$ cat src/rtl/mem_stage_lsu.sv
// mem_stage_lsu: load/store unit between the EX/MEM register and a multi-cycle,
// word-organised data memory. Turns a RISC-V load/store into a word-aligned
// request with byte enables, stalls the pipeline while the memory is busy and
// returns sign/zero-extended load data.
//
// Optional build macro: LSU_MISALIGN_TRAP_EN
//   defined   : misaligned halfword/word accesses skip the memory, pulse misalign,
//               drop stores and return ld_data=0 for loads.
//   undefined : offending low address bits are cleared and the access proceeds;
//               misalign is tied to 0.
//
// Ports:
//   clk, reset      rising-edge clock, asynchronous active-low reset
//   req_read/write  load / store request from EX/MEM (write wins if both)
//   req_addr        byte address; req_wdata store data; req_funct3 size/sign
//   stall           hold upstream pipeline (combinational)
//   ld_data         formatted load result, held until the next load completes
//   ld_valid        one-cycle load-complete strobe
//   misalign        misaligned-access pulse (trap build only)
//   mem_req/we/addr/be/wdata  memory request, held until mem_ready
//   mem_rdata/mem_ready       memory response
module mem_stage_lsu #(
  parameter int unsigned DM_ADDRESS = 9,
  parameter int unsigned DATA_W     = 32
) (
  input  logic                  clk,
  input  logic                  reset,
  input  logic                  req_read,
  input  logic                  req_write,
  input  logic [DM_ADDRESS-1:0] req_addr,
  input  logic [DATA_W-1:0]     req_wdata,
  input  logic [2:0]            req_funct3,
  output logic                  stall,
  output logic [DATA_W-1:0]     ld_data,
  output logic                  ld_valid,
  output logic                  misalign,
  output logic                  mem_req,
  output logic                  mem_we,
  output logic [DM_ADDRESS-1:0] mem_addr,
  output logic [3:0]            mem_be,
  output logic [DATA_W-1:0]     mem_wdata,
  input  logic [DATA_W-1:0]     mem_rdata,
  input  logic                  mem_ready
);

  typedef enum logic [1:0] {IDLE, BUSY, DONE} state_t;

  localparam logic [1:0] SZ_B = 2'd0;
  localparam logic [1:0] SZ_H = 2'd1;
  localparam logic [1:0] SZ_W = 2'd2;

  state_t                r_state, w_next;
  logic                  w_req;
  logic [1:0]            w_size;
  logic [1:0]            w_off;
  logic [3:0]            w_be;
  logic [DATA_W-1:0]     w_wdata;
  logic [7:0]            w_byte;
  logic [15:0]           w_half;
  logic [DATA_W-1:0]     w_fmt;

  logic [DM_ADDRESS-1:0] r_mem_addr;
  logic [3:0]            r_be;
  logic [DATA_W-1:0]     r_wdata;
  logic                  r_we;
  logic                  r_ld;
  logic [1:0]            r_size;
  logic                  r_sgn;
  logic [1:0]            r_off;
  logic [DATA_W-1:0]     r_ld_data;

  assign w_req = req_read | req_write;

  // Request decode: access size, effective lane offset, byte enables, lane data.
  // The offset drops the low bits that a halfword/word cannot use.
  always_comb begin
    w_size  = SZ_W;
    w_off   = 2'b00;
    w_be    = 4'b1111;
    w_wdata = req_wdata;
    case (req_funct3)
      3'b000, 3'b100: begin
        w_size  = SZ_B;
        w_off   = req_addr[1:0];
        w_be    = 4'b0001 << w_off;
        w_wdata = {4{req_wdata[7:0]}};
      end
      3'b001, 3'b101: begin
        w_size  = SZ_H;
        w_off   = {req_addr[1], 1'b0};
        w_be    = req_addr[1] ? 4'b1100 : 4'b0011;
        w_wdata = {2{req_wdata[15:0]}};
      end
      default: ;
    endcase
  end

`ifdef LSU_MISALIGN_TRAP_EN
  logic w_mis;
  logic r_mis;
  assign w_mis = ((w_size == SZ_H) && req_addr[0]) ||
                 ((w_size == SZ_W) && (req_addr[1:0] != 2'b00));
  assign misalign = (r_state == DONE) && r_mis;
`else
  assign misalign = 1'b0;
`endif

  // Load formatting: lane select by offset, then extend.
  always_comb begin
    case (r_off)
      2'd0:    w_byte = mem_rdata[7:0];
      2'd1:    w_byte = mem_rdata[15:8];
      2'd2:    w_byte = mem_rdata[23:16];
      default: w_byte = mem_rdata[31:24];
    endcase
    w_half = r_off[1] ? mem_rdata[31:16] : mem_rdata[15:0];
    w_fmt  = mem_rdata;
    if (r_size == SZ_B) begin
      w_fmt = {{(DATA_W-8){r_sgn & w_byte[7]}}, w_byte};
    end else if (r_size == SZ_H) begin
      w_fmt = {{(DATA_W-16){r_sgn & w_half[15]}}, w_half};
    end
  end

  // State register.
  always_ff @(posedge clk or negedge reset) begin
    if (!reset) r_state <= IDLE;
    else        r_state <= w_next;
  end

  // Next state and stall.
  always_comb begin
    w_next = r_state;
    stall  = 1'b0;
    case (r_state)
      IDLE: begin
        if (w_req) begin
          stall  = 1'b1;
`ifdef LSU_MISALIGN_TRAP_EN
          w_next = w_mis ? DONE : BUSY;
`else
          w_next = BUSY;
`endif
        end
      end
      BUSY: begin
        stall = 1'b1;
        if (mem_ready) w_next = DONE;
      end
      DONE:    w_next = IDLE;
      default: w_next = IDLE;
    endcase
  end

  // Request capture on accept, load data capture on completion.
  always_ff @(posedge clk or negedge reset) begin
    if (!reset) begin
      r_mem_addr <= '0;
      r_be       <= '0;
      r_wdata    <= '0;
      r_we       <= 1'b0;
      r_ld       <= 1'b0;
      r_size     <= SZ_W;
      r_sgn      <= 1'b0;
      r_off      <= 2'b00;
      r_ld_data  <= '0;
`ifdef LSU_MISALIGN_TRAP_EN
      r_mis      <= 1'b0;
`endif
    end else begin
      if ((r_state == IDLE) && w_req) begin
        r_mem_addr <= {req_addr[DM_ADDRESS-1:2], 2'b00};
        r_be       <= w_be;
        r_wdata    <= w_wdata;
        r_we       <= req_write;
        r_ld       <= req_read & ~req_write;
        r_size     <= w_size;
        r_sgn      <= ~req_funct3[2];
        r_off      <= w_off;
`ifdef LSU_MISALIGN_TRAP_EN
        r_mis      <= w_mis;
        if (w_mis && !req_write) r_ld_data <= '0;
`endif
      end
      if ((r_state == BUSY) && mem_ready && r_ld) r_ld_data <= w_fmt;
    end
  end

  assign mem_req   = (r_state == BUSY);
  assign mem_we    = r_we;
  assign mem_addr  = r_mem_addr;
  assign mem_be    = r_be;
  assign mem_wdata = r_wdata;
  assign ld_data   = r_ld_data;
  assign ld_valid  = (r_state == DONE) && r_ld;

endmodule

$ cat config.mk
export PLATFORM = sky130hd
export DESIGN_NAME = mem_stage_lsu
export DESIGN_NICKNAME = d
export VERILOG_FILES = /design/src/rtl/mem_stage_lsu.sv
export SDC_FILE = /design/constraint.sdc
export NUM_CORES = 1
export LEC_CHECK = 0
export ABC_CLOCK_PERIOD_IN_PS = 2200
export BUFFER_PORTS_ARGS = -buffer_cell sky130_fd_sc_hd__buf_2
export CAP_MARGIN = 20
export CORE_ASPECT_RATIO = 1.75
export CORE_MARGIN = 10
export CORE_UTILIZATION = 45
export DETAILED_ROUTE_END_ITERATION = 8
export PLACE_DENSITY = 0.75
export SYNTH_ARGS = -nofsm -noshare
export SYNTH_HDL_FRONTEND = slang
export SYNTH_SLANG_ARGS = --single-unit
$ cat constraint.sdc
create_clock -name clk -period 2.2 [get_ports clk]
set_input_delay 0.22 -clock clk [delete_from_list [all_inputs] [get_ports clk]]
set_output_delay 0.22 -clock clk [all_outputs]
set_load 0.05 [all_outputs]
* Word-level counts from Yosys, hierarchy flattened
Cells that the tools add are included.
Cells by class: reductions and logical operators 11, bitwise logic cells 6, equal/unequal tests 10, mux-type cells 14, shift-type cells 1
Operator list (count):
- 2-to-1 mux 32 bit | 2
- case mux 32 bit (2 select lines) | 1
- case mux 8 bit (3 select lines) | 1
- 2-to-1 mux 16 bit | 1
- case mux 2 bit (2 select lines) | 3
- case mux 4 bit (2 select lines) | 1
- equality test 2 x 1 -> 1 bit, second input constant | 3
- equality test 3 bit, second input constant | 2
- zero test 2 bit | 3
- equality test 2 bit, second input constant | 2
- logical AND 1 bit | 4
- 2-to-1 mux 2 bit | 2
- 2-to-1 mux 4 bit | 1
- OR reduction 2 bit | 2
- left shift 1 x 2 -> 4 bit, first input constant | 1
- AND 1 bit | 3
- equality test 3 x 1 -> 1 bit, second input constant | 1
- zero test 3 bit | 1
- != test 2 x 1 -> 1 bit, second input constant | 1
- != test 2 bit, second input constant | 1
- inverter 1 bit | 2
- case mux 1 bit (2 select lines) | 1
- AND reduction 2 bit | 1
- 2-to-1 mux 1 bit | 1
- OR 1 bit | 1
Word-level totals: bits in registers 84, output and inout bits 82, logic and storage cells 52

* Longest topological paths before layout
Gate-level depths: netlist of run 1.
depth after elaboration 4, gate-level depth with buffers 7

* Worst setup path after synthesis of run 1
OpenSTA, ideal clock, no wires.
path type register -> register, start register r_state[1], end register r_ld_data[7] (netlist: ld_data[7]), period minus slack after synthesis 1706 ps, arrival 1581 ps, setup slack 494 ps, cell stages (with the launch flop) 5, path through dfrtp_1 -> and2b_1 -> and3_1 -> buf_2 -> mux2_2
Between the ends: cells in the longest elaborated chain, start to end 3
Ends and longest elaborated chain:
- start: declaration | line 52 | state_t r_state, w_next;
- start signal: assignment | line 128 | else r_state <= w_next;
- equality test 2 x 1 -> 1 bit
- named net mem_req | line 37 | output logic mem_req,
- logical AND 1 bit (2 in a row) | line 185 | if ((r_state == BUSY) && mem_ready && r_ld) r_ld_data <= w_fmt;
- end signal: assignment | line 185
- end: declaration | line 70 | logic [DATA_W-1:0] r_ld_data;
The timed path passes the listed nets, and every way through them passes these cells. A chain may end at the register's enable or synchronous reset.

* Final worst setup path of run 1
start register r_size[1], end register r_ld_data[0] (netlist: ld_data[0])
Between the ends: cells in the longest elaborated chain, start to end 3, elaborated cells between the ends (all ways) 4, those cells by class 1 x eq/ne; 2 x mux; 1 x reduce/logical
Ends and longest elaborated chain:
- start: declaration | line 67 | logic [1:0] r_size;
- start signal: assignment | line 177 | r_size <= w_size;
- equality test 2 x 1 -> 1 bit | line 120 | end else if (r_size == SZ_H) begin
- 2-to-1 mux 32 bit | line 120
- 2-to-1 mux 32 bit * | line 118 | if (r_size == SZ_B) begin
Every way passes the cells marked *; elsewhere a longest branch is shown, timed or not.

==> results of run 1 <==
[synth_stat cells, types with 2 or more instances]
cell type | count | area, µm²
a31oi_1 | 2 | 12.5
and3b_1 | 2 | 17.5
mux4_1 | 7 | 184
o22a_1 | 7 | 61.3
nand2_2 | 2 | 12.5
buf_2 | 14 | 70.1
mux2i_1 | 25 | 250
buf_4 | 3 | 22.5
inv_1 | 2 | 7.51
clkbuf_1 | 11 | 41.3
nand2_1 | 121 | 454
a221oi_1 | 7 | 61.3
nor2_1 | 37 | 139
mux2_2 | 3 | 33.8
dfrtp_1 | 83 | 2080
nor3_1 | 2 | 10.0
a21oi_1 | 38 | 190
o21ai_0 | 35 | 175
[power groups by stage]
stage               clock [mW]  combinational (mW)  sequential [mW]
floorplan                    0                1.62             5.18
global placement             0                5.32             2.77
detailed placement           0                5.40             2.81
CTS                       1.99                5.41             2.79
global route              2.05                5.74             2.89
finish                    1.96                5.36             2.79
[how the worst max path moves through the flow]
stage,to,slack [ns],startpoint
floorplan,ld_data[7],0.49,r_state[1]
global placement,ld_data[5],0.48,r_size[1]
detailed placement,ld_data[0],0.34,r_size[1]
CTS,ld_data[0],0.32,r_size[1]
global route,ld_data[3],0.20,r_size[1]
finish,ld_data[0],0.25,r_size[1]
[layout by cell type, fill, tap and decap left out, drive strengths merged, types with 2 or more instances in the layout]
master and n:
a21oi 38, a221oi 7, a31oi 2, and3b 2, buf 169, bufinv 5
clkbuf 9, conb 3, dfrtp 83, inv 2, mux2 3, mux2i 25
mux4 8, nand2 123, nor2 38, nor3 2, o21ai 35, o22a 7
[per-layer routing]
metal	vias up	track usage
met3	33	0.0655
met2	214	0.295
met1	1714	0.212
met5	-	0
met4	0	0.0858
li1	1726	-
[flip-flops by register name, indices dropped and copies added (netlist names)]
name / count
mem_we: 1
r_size: 2
r_off: 2
r_sgn: 1
mem_be: 4
ld_data: 32
mem_wdata: 32
r_ld: 1
r_state: 2
mem_addr: 7
[layout make-up]
| cell class | instances | area, µm² |
|---|---|---|
| Clock inverter | 7 | 163 |
| Timing Repair Buffer | 170 | 896 |
| Fill cell | 801 | 3370 |
| Sequential cell | 84 | 2100 |
| Multi-Input combinational cell | 304 | 1760 |
| Tap cell | 117 | 146 |
| Inverter | 2 | 7.51 |
| Clock buffer | 9 | 225 |
[worst reg2reg max path: stages, from the launching register on]
cell and delay [ns]:
dfstp_2 0.61, and3b_1 0.37, nor2_1 0.51, a221oi_1 0.19
a21oi_1 0.19
[what timing repair did]
item / 4_1_cts / 5_1_grt
endpoints found under the hold margin: 33 / 0
resized for setup: 0 / 0
hold buffers: 1 / 0
[stage by stage]
stage | cell area (µm²) | worst slack (ns) | instances | hold WS (ns) | utilization
after floorplan | 4020 | 0.494 | 420 | -0.0756 | -
after global placement | 4900 | 0.478 | 676 | 0.198 | 0.565
after detailed placement | 4900 | 0.343 | 676 | 0.205 | 0.565
after CTS | 5300 | 0.319 | 693 | 0.0639 | 0.611
after global routing | 5300 | 0.200 | 693 | 0.0754 | 0.611
final | 5300 | 0.253 | 693 | 0.0755 | 0.611
[logic make-up after synthesis]
| group | share of synthesized area |
|---|---|
| other | 0.000934 |
| AOI/OAI and AO/OA | 0.133 |
| muxes | 0.122 |
| DFF | 0.524 |
| and+or+nand+nor | 0.178 |
| buffers and inverters | 0.0418 |
==> out/qor.yml, run 1 <==
setup_path:
  endpoint_kind: "flop"
  crit_arrival_ns: 2.21
  cpMaxStageDelayCell: "dfstp_2"
  required_ns: 2.46
  cp.depth: 4
  timing.rr.end: "ld_data[0]"
  slowest_delay_ns: 0.61
  cp_top_family: "simple AND/OR/NAND/NOR gates"
  r2r-start: "r_size[1]"
  critPathBufInv: 0
  path_class: "flop to flop"
  worstPathCellList: "and3b_1, nor2_1, a221oi_1, a21oi_1"
  crit_fanout: 15
  r2r_slack_ns: 0.25
  reg2reg_depth: 4
  worst_setup_path_start_kind: "flop"
timing:
  setup_viol: 0
  worst_pin_slew_ns: 0.623
  period_needed_ns: 1.95
  maxSlewHeadroom: 0.585
  drv_slew: 0
  rsz0062_at_grt: "no"
  finalCritPeriodShare: 0.885
  finalSetupTns_ns: 0
  hold_violations: 0
  clock.fmax_mhz: 514
  fin_skew_ns: 0.00460
logic_synthesis:
  avgSynthCellArea_um2: 9.61
  yosysWarnings: 0
  synthFlopType: "dfrtp_1"
  ys_types: 35
  syn_area_um2: 4020
  synthArstFlopShare: 1.00
  synth_cells: 418
  synth_edf_count: 0
  ys_seq_area_frac: 0.524
  ys_ff_latch: 84
min_path:
  hold_path_class: "primary input to flop"
  whs_path_depth: 3
  hp-start: "req_addr[4]"
  min_to: "mem_addr[4]"
drt:
  wire_per_inst_um: 17.9
  wl_um: 12400
  drc: 0
  routedLengthMet1_um: 4840
  wl_met2_um: 6000
  top_layer: "met4"
  viasPerCell: 5.32
  via_count: 3687
  route.met3.wl_um: 1110
  drt_first_iter_violations: 155
  ant_nets: 0
  first_pass_iters: 4
power:
  vdd_drop_max_uv: 1250
  netSwitchingPower_mw: 5.16
  power_frac_seq: 0.276
  power_density_nw_per_um2: 1910
  switching_share: 0.510
  intPower_mw: 4.95
  pwr-share-clk: 0.194
  p_leak_nw: 2.71
  combPwrFrac: 0.530
  power_mw: 10.1
die:
  dieArea_um2: 13200
  die_x_um: 91.4
  initial_utilization: 0.463
  core_area_um2: 8670
  die_h_um: 145
  ios: 163
  rows: 45
cts:
  htreeDepth: 3
  tritoncts: "yes"
  postCtsSetupRepairBufs: 0
  clockRootBuffer: "clkbuf_16"
  cts_buffers: 9
  clk_latency_ns: 0.34
  clk_path_buf_depth: 2
  cts_sinks: 84
  clk_pin_slew_ns: 0.06
final_layout:
  drive_above_1_share: 0.342
  synthToLayoutAreaGrowth_pct: 32.0
  diodes: 0
  final_nets: 652
place:
  hpwlAfterDp_um: 9660
  place_congestion: 0.928
  io_buffers: 159
global_routing:
  gr-usage-all-layers: 0.184
  grt_max_degree: 52
  overflow: 0
  grt_pass1_vias: 3844
  antenna_found_initial: 0
  grt_pass1_wl_um: 19900
status:
  outcome: "finished clean"
job:
  drv_cap: 0
(Power assumes the default switching activity.)
==> inputs of run 2 (changes only) <==
--- a/config.mk
+++ b/config.mk
@@ -8,10 +8,10 @@
 export ABC_CLOCK_PERIOD_IN_PS = 2200
 export BUFFER_PORTS_ARGS = -buffer_cell sky130_fd_sc_hd__buf_2
 export CAP_MARGIN = 20
-export CORE_ASPECT_RATIO = 1.75
-export CORE_MARGIN = 10
+export CORE_MARGIN = 5
 export CORE_UTILIZATION = 45
 export DETAILED_ROUTE_END_ITERATION = 8
+export GPL_TIMING_DRIVEN = 0
 export PLACE_DENSITY = 0.75
 export SYNTH_ARGS = -nofsm -noshare
 export SYNTH_HDL_FRONTEND = slang
==> run 2 against run 1 <==
Compared with the run above: flip-flop and latch count unchanged; largest cell class unchanged; clock skew up 0.0077 ns; combinational power is 1% higher; cell count is 1.6% higher; setup slack better by 0.11 ns; critical endpoint is now ld_data[7]; power down 8.4%; register-to-register slack better by 0.11 ns; critical path depth up 1.
==> out/qor.yml, run 2 (synthesis gave the netlist of run 1 again) <==
die:
  core_area_um2: 8720
  initial_utilization: 0.460
  ios: 163
  die_h_um: 104
  dieArea_um2: 10900
  die_x_um: 104
  rows: 34
place:
  place_congestion: 0.886
  io_buffers: 159
  hpwlAfterDp_um: 9170
  placed_cell_area_um2: 4980
setup_path:
  startpoint: "r_size[1]"
  required_ns: 2.45
  crit_arrival_ns: 2.09
  reg2reg_depth: 5
  r2r_slack_ns: 0.36
  r2r-start: "r_size[1]"
  endpoint_kind: "flop"
  cpMaxStageDelayCell: "dfstp_2"
  worstPathCellList: "buf_2, nand3b_1, mux2i_1, o21ai_0, mux2_2"
  worst_setup_path_start_kind: "flop"
  slowest_delay_ns: 0.54
  crit_fanout: 10
  crit_path_end: "ld_data[7]"
  timing.rr.end: "ld_data[7]"
  path_class: "flop to flop"
final_layout:
  mostFrequentLayoutCells: "172 x buf_2, 121 x nand2_1, 83 x dfrtp_1"
  drive_above_1_share: 0.341
  diodes: 0
  layout_commonest_cell: "buf_2"
  fillers: 778
  finish.utilization: 0.593
  final_nets: 673
  fin_area_um2: 5170
  synthToLayoutAreaGrowth_pct: 28.7
power:
  power_frac_seq: 0.297
  intPower_mw: 4.14
  vdd_drop_max_uv: 984
  netSwitchingPower_mw: 5.12
  p_leak_nw: 2.67
  power_density_nw_per_um2: 1790
  switching_share: 0.553
  pwr-share-clk: 0.115
  combPwrFrac: 0.588
drt:
  drt_first_iter_violations: 146
  via_count: 3807
  first_pass_iters: 4
  wire_per_inst_um: 17.0
  drc: 0
  ant_nets: 0
  viasPerCell: 5.41
  wl_um: 12000
min_path:
  hold_path_class: "primary input to flop"
  whs_path_depth: 3
global_routing:
  grt_max_degree: 44
  gr-usage-all-layers: 0.222
  antenna_found_initial: 0
  grt_pass1_vias: 3926
  grt_pass1_wl_um: 19700
  overflow: 0
cts:
  postCtsSetupRepairBufs: 0
  tritoncts: "yes"
  clk_path_buf_depth: 2
  cts_buffers: 9
  cts_resized: 0
  cts_sinks: 84
  clk_latency_ns: 0.36
  htreeDepth: 3
  clk_pin_slew_ns: 0.09
  clockRootBuffer: "clkbuf_8"
job:
  drv_cap: 0
timing:
  clock.fmax_mhz: 544
  finalCritPeriodShare: 0.836
  worst_pin_slew_ns: 0.618
  rsz0062_at_grt: "no"
  hold_violations: 0
  period_needed_ns: 1.84
  drv_slew: 0
  finalSetupTns_ns: 0
  maxSlewHeadroom: 0.586
  fin_skew_ns: 0.0123
  setup_viol: 0
status:
  outcome: "finished clean"
[run 2: cell count changes in the layout (fill, tap and decap cells not counted), sizes merged]
cell	delta
clkinv	+3
clkinvlp	-1
bufinv	-4
buf	+10
clkbuf	+12
[run 2: how the worst min path moves through the flow]
stage,slack [ns],end,from
after floorplan,-0.08,ld_data[0],reset
after global placement,0.41,mem_addr[6],req_addr[6]
after detailed placement,0.25,ld_data[16],reset
after CTS,0.04,mem_addr[6],req_addr[6]
after global routing,0.05,mem_addr[6],req_addr[6]
final,0.04,mem_addr[6],req_addr[6]
[run 2: layout make-up]
class,count,area [µm²],area share
Sequential cell,84,2100,0.407
Multi-Input combinational cell,304,1750,0.339
Timing Repair Buffer,161,828,0.160
Buffer,30,160,0.0310
Tap cell,108,135,0.0262
Clock buffer,10,128,0.0247
Clock inverter,5,53.8,0.0104
Inverter,2,7.51,0.00145
[run 2: worst max-delay path, delay by kind of cell (launching register included)]
kind / cells / cell delay [ns]
flops: 1 / 0.54
mux: 2 / 0.52
simple gates: 1 / 0.35
buf+inv: 1 / 0.22
compound gates: 1 / 0.11
[run 2: repair_timing]
action / in CTS / in global routing
endpoints found under the hold margin: 41 / 0
hold buffers: 1 / 0
endpoints found under the setup margin: 0 / 0
[run 2: routing by layer]
metal,up-vias,part of all wire,global-route usage
li1,1776,-,-
met1,1813,0.41,0.286
met2,193,0.46,0.350
met3,25,0.10,0.0646
met4,0,0.027,0.0888
met5,-,0,0
[run 2: stage by stage]
step	cells	power (mW)	hold slack (ns)	setup slack, ns
3_3_place_gp	687	8.13	0.413	0.205
4_1_cts	704	9.31	0.0369	0.338
6_report	704	9.26	0.0442	0.361
5_1_grt	704	9.82	0.0476	0.176
3_5_place_dp	688	8.24	0.247	0.362
2_1_floorplan	420	6.80	-0.0756	0.494
[run 2: power groups by stage]
stage / combinational [mW] / sequential (mW) / clock [mW]
global route: 5.80 / 2.86 / 1.15
detailed placement: 5.46 / 2.78 / 0
finish: 5.44 / 2.75 / 1.07
floorplan: 1.62 / 5.18 / 0
global placement: 5.39 / 2.73 / 0
CTS: 5.48 / 2.75 / 1.09
